==> src/rtl/comp_nibble_seq.sv <==
// Wide unsigned magnitude compare: one 4-bit comp1 stepped MSB nibble first, registered less/greater/eq result.
// Latency: NIBBLES edges accept->res_valid; with COMP_NIBBLE_SEQ_EARLY_EXIT_EN defined, k+1 (k = first mismatching nibble from the top).
// Backpressure: result held in DONE while res_ready=0; start_ready only in IDLE, requests elsewhere ignored (no queuing).

module comp1 (
    output logic       less,
    output logic       greater,
    output logic       eq,
    input  logic [3:0] a,
    input  logic [3:0] b
);
    assign less    = (a < b);
    assign greater = (a > b);
    assign eq      = (a == b);
endmodule

module comp_nibble_seq #(
    parameter int NIBBLES = 4
) (
    input  logic                 clk,
    input  logic                 rst,
    input  logic                 start_valid,
    output logic                 start_ready,
    input  logic [4*NIBBLES-1:0] a_in,
    input  logic [4*NIBBLES-1:0] b_in,
    output logic                 res_valid,
    input  logic                 res_ready,
    output logic                 less,
    output logic                 greater,
    output logic                 eq,
    output logic                 busy
);
    localparam int W    = 4 * NIBBLES;
    localparam int IDXW = (NIBBLES > 1) ? $clog2(NIBBLES) : 1;

    typedef enum logic [1:0] {
        IDLE = 2'd0,
        CMP  = 2'd1,
        DONE = 2'd2
    } state_t;

    state_t          state_q, state_n;
    logic [W-1:0]    a_q, a_n;
    logic [W-1:0]    b_q, b_n;
    logic [IDXW-1:0] idx_q, idx_n;
    logic            less_q, less_n;
    logic            greater_q, greater_n;
    logic            eq_q, eq_n;
    logic            mism_q, mism_n;

    logic [3:0]      a_nib, b_nib;
    logic            c_less, c_greater, c_eq;
    logic            new_mism;
    logic            early;

    assign a_nib = a_q[{idx_q, 2'b00} +: 4];
    assign b_nib = b_q[{idx_q, 2'b00} +: 4];

    comp1 u_comp1 (c_less, c_greater, c_eq, a_nib, b_nib);

    // Only the first unequal nibble from the top decides the ordering.
    assign new_mism = !c_eq && !mism_q;

`ifdef COMP_NIBBLE_SEQ_EARLY_EXIT_EN
    assign early = new_mism;
`else
    assign early = 1'b0;
`endif

    always_comb begin
        state_n   = state_q;
        a_n       = a_q;
        b_n       = b_q;
        idx_n     = idx_q;
        less_n    = less_q;
        greater_n = greater_q;
        eq_n      = eq_q;
        mism_n    = mism_q;
        case (state_q)
            IDLE: begin
                if (start_valid) begin
                    a_n       = a_in;
                    b_n       = b_in;
                    idx_n     = IDXW'(NIBBLES - 1);
                    less_n    = 1'b0;
                    greater_n = 1'b0;
                    eq_n      = 1'b0;
                    mism_n    = 1'b0;
                    state_n   = CMP;
                end
            end
            CMP: begin
                if (new_mism) begin
                    less_n    = c_less;
                    greater_n = c_greater;
                    mism_n    = 1'b1;
                end
                if (idx_q == '0 || early) begin
                    eq_n    = !(mism_q || new_mism);
                    state_n = DONE;
                end else begin
                    idx_n = idx_q - 1'b1;
                end
            end
            DONE: begin
                if (res_ready) state_n = IDLE;
            end
            default: state_n = IDLE;
        endcase
    end

    always_ff @(posedge clk) begin
        if (rst) begin
            state_q   <= IDLE;
            a_q       <= '0;
            b_q       <= '0;
            idx_q     <= '0;
            less_q    <= 1'b0;
            greater_q <= 1'b0;
            eq_q      <= 1'b0;
            mism_q    <= 1'b0;
        end else begin
            state_q   <= state_n;
            a_q       <= a_n;
            b_q       <= b_n;
            idx_q     <= idx_n;
            less_q    <= less_n;
            greater_q <= greater_n;
            eq_q      <= eq_n;
            mism_q    <= mism_n;
        end
    end

    assign start_ready = (state_q == IDLE);
    assign res_valid   = (state_q == DONE);
    assign busy        = (state_q != IDLE);
    assign less        = less_q;
    assign greater     = greater_q;
    assign eq          = eq_q;
endmodule

==> config.mk <==
export PLATFORM = sky130hd
export DESIGN_NAME = comp_nibble_seq
export DESIGN_NICKNAME = d
export VERILOG_FILES = /design/src/rtl/comp_nibble_seq.sv
export SDC_FILE = /design/constraint.sdc
export NUM_CORES = 1
export LEC_CHECK = 0
export CAP_MARGIN = 20
export CORE_MARGIN = 1
export CORE_UTILIZATION = 40
export DETAILED_ROUTE_END_ITERATION = 8
export PLACE_DENSITY = 0.67
export SYNTH_ARGS = -nofsm -noshare
export SYNTH_HDL_FRONTEND = slang
export SYNTH_SLANG_ARGS = --single-unit
export TNS_END_PERCENT = 10
==> constraint.sdc <==
create_clock -name clk -period 6.55 [get_ports clk]
set_input_delay 1.31 -clock clk [delete_from_list [all_inputs] [get_ports clk]]
set_output_delay 1.31 -clock clk [all_outputs]
set_load 0.005 [all_outputs]
==> results.json <==
{
  "vias": 1422,
  "period_share": 0.415,
  "rows": 23,
  "track_usage": 0.179,
  "dieHeight_um": 67.9,
  "synthToLayoutAreaGrowth_pct": 30.5,
  "worst_slew_pin_slew_ps": 640,
  "yosysUniqueCellTypes": 25,
  "grt_pass1_vias": 1406,
  "pin_count": 42,
  "slew_headroom": 0.572,
  "syn-num-nets": 244,
  "wl_per_cell_um": 12.0,
  "path_buf_inv": 1,
  "fillers": 400,
  "fin_area_um2": 2270,
  "r2r_cells": 6,
  "timing.hold.ws_ps": 456,
  "crit_cells": 2,
  "die-area_um2": 4610,
  "critPathRequiredTime_ps": 5240,
  "antenna_found_initial": 0,
  "crit_type": "reg -> out",
  "slowest_stage": "clkdlybuf4s50_1",
  "drv_cap": 0,
  "drt-initial-drc-count": 54,
  "seq_area_frac_synth": 0.461,
  "setup_viol": 0,
  "globalplace.congestion": 0.693,
  "cts_root_buf": "clkbuf_8",
  "hold_depth": 2,
  "postCtsHoldBufs": 0,
  "io_buffers": 41,
  "htree_num_levels": 2,
  "cts_resized": 0,
  "initial_core_util": 0.425,
  "power_frac_comb": 0.210,
  "layout.nets": 282,
  "crit_family": "buffers and inverters",
  "reg2reg_slack_ps": 4080,
  "utilization": 0.555,
  "skew_ps": 4.21,
  "yosysWarnings": 0,
  "core-area_um2": 4090,
  "fin_crit_ps": 2720,
  "grt_pass1_wl_mm": 6.09,
  "p_int_mw": 0.412,
  "layout-drive-gt1-share": 0.0909,
  "ant_nets": 0,
  "hold_class": "reg -> reg",
  "regToRegStartpoint": "idx_q[0]",
  "worstReg2RegEnd": "less",
  "die_w_um": 67.9,
  "cts_num_sinks": 40,
  "holdPathEnd": "a_q[4]",
  "numCtsBuffers": 5,
  "dr.pass1.iters": 2,
  "drv_slew": 0,
  "max_stage_delay_ps": 520,
  "placed_cell_area_um2": 2160,
  "wl_mm": 3.50,
  "viasPerCell": 4.87,
  "end_kind": "output pin",
  "hold_start": "a_q[4]",
  "netlist_area_um2": 1740,
  "rsz0062_at_grt": "no",
  "cts_buffer_depth": 2,
  "overflow": 0,
  "status": "completed",
  "start_kind": "flop",
  "diodes": 0,
  "p_per_area_nw_per_um2": 250,
  "p_leak_nw": 0.854,
  "pwr-share-seq": 0.494,
  "synth_cells": 203,
  "ys_seq_elements": 40,
  "switchingPower_mw": 0.153,
  "cts_setup_buffers": 0,
  "path_clk_slew_ps": 70,
  "clockPowerShare": 0.295,
  "grt_max_degree": 43,
  "max_clock_freq_mhz": 368,
  "avgSynthCellArea_um2": 8.56,
  "setup_tns_ps": 0,
  "cp_cell_sequence": "nor2b_1 > clkdlybuf4s50_1",
  "clk_latency_ps": 290,
  "irDropWorstVdd_mv": 0.136,
  "cts_tree": "yes",
  "finalHoldViolCount": 0,
  "hpwl_mm": 2.36,
  "post-route-drc-count": 0,
  "total_power_mw": 0.566,
  "worstPathArrival_ps": 1410,
  "switching_share": 0.271,
  "critical_path.max_fanout": 6
}
==> routing by layer <==
layer | wire (um) | global-route usage | vias up
met2 | 1700 | 0.318 | 25
met1 | 1620 | 0.200 | 638
met5 | 0 | 0 | -
met3 | 123 | 0.0500 | 5
li1 | - | - | 754
met4 | 55 | 0.0703 | 0
==> layout make-up <==
type | count | area, um^2 | share of cell area
clock buffers | 6 | 82.6 | 0.0364
clock inverters | 2 | 10.0 | 0.00442
inverters | 8 | 30.0 | 0.0132
multi-input cells | 142 | 841 | 0.371
flip-flops and latches | 40 | 801 | 0.353
well taps | 50 | 62.6 | 0.0276
repair buffers | 44 | 440 | 0.194
==> stage by stage <==
stage / std cells / setup slack [ps]
2_1_floorplan: 203 / 4350
3_3_place_gp: 283 / 3550
3_5_place_dp: 283 / 3520
4_1_cts: 291 / 3820
5_1_grt: 292 / 3730
6_report: 292 / 3830
==> how the worst max path moves through the flow <==
stage,start,to
floorplan,idx_q[0],greater
global placement,start_valid,less
detailed placement,start_valid,less
CTS,state_q[1],res_valid
global route,state_q[1],res_valid
finish,state_q[1],res_valid
==> tightest hold or removal path, delay by kind of cell (launching register included) <==
kind,cells,cell delay [ps]
AOI/OAI and AO/OA,1,50
DFF,1,310
and+or+nand+nor,1,50
==> kinds of logic (layout without fill, tap and decap cells) <==
group                    Yosys count  in the layout  share of synthesized area
adder cells (fa/ha/maj)            5              5                     0.0360
AND/OR/NAND/NOR                   86             86                      0.207
buffers and inverters             21             60                     0.0554
multiplexers                       9              9                      0.109
AO/OA/AOI/OAI                     42             42                      0.131
flip-flops                        40             40                      0.461
==> Yosys cell counts <==
| master | instances | area share |
|---|---|---|
| nand2_1 | 68 | 0.15 |
| dfxtp_1 | 40 | 0.46 |
| a21oi_1 | 37 | 0.11 |
| inv_1 | 8 | 0.017 |
| mux4_2 | 8 | 0.10 |
| nor2_1 | 6 | 0.013 |
| buf_2 | 5 | 0.014 |
| clkbuf_1 | 5 | 0.011 |
| ha_1 | 5 | 0.036 |
| buf_4 | 3 | 0.013 |
| nand2b_1 | 3 | 0.011 |
| nor3_1 | 2 | 0.0058 |
| a211oi_1 | 1 | 0.0043 |
| a221oi_1 | 1 | 0.0050 |
| a22o_1 | 1 | 0.0050 |
| mux2i_1 | 1 | 0.0058 |
| nand3b_1 | 1 | 0.0043 |
| nand4_1 | 1 | 0.0036 |
| nand4b_1 | 1 | 0.0050 |
| nor2_2 | 1 | 0.0036 |
| nor2b_1 | 1 | 0.0036 |
| nor3b_1 | 1 | 0.0043 |
| o21ai_0 | 1 | 0.0029 |
| o31ai_2 | 1 | 0.0072 |
| or3b_4 | 1 | 0.0065 |
==> flip-flops by register name, summed over array words and instances (netlist names) <==
signal,cells
less,1
mism_q,1
eq,1
idx_q,2
a_q,16
state_q,2
greater,1
b_q,16
==> placed cells by master, fill, tap and decap left out, drive strengths merged, types with 2 or more instances in the layout <==
cell type / netlist / routed
nand2: 68 / 68
inv: 8 / 8
nand2b: 3 / 3
ha: 5 / 5
clkbuf: 5 / 6
buf: 8 / 3
clkdlybuf4s50: 0 / 41
nor2: 7 / 7
mux4: 8 / 8
clkinv: 0 / 2
nor3: 2 / 2
dfxtp: 40 / 40
a21oi: 37 / 37
==> power by group through the flow <==
stage / clock network [mW] / registers [mW] / logic [mW]
after global placement: 0 / 0.285 / 0.116
final: 0.167 / 0.280 / 0.119
after global routing: 0.181 / 0.283 / 0.134
after floorplan: 0 / 0.276 / 0.0834
after detailed placement: 0 / 0.286 / 0.118
after CTS: 0.171 / 0.280 / 0.118
(Power assumes the default switching activity.)
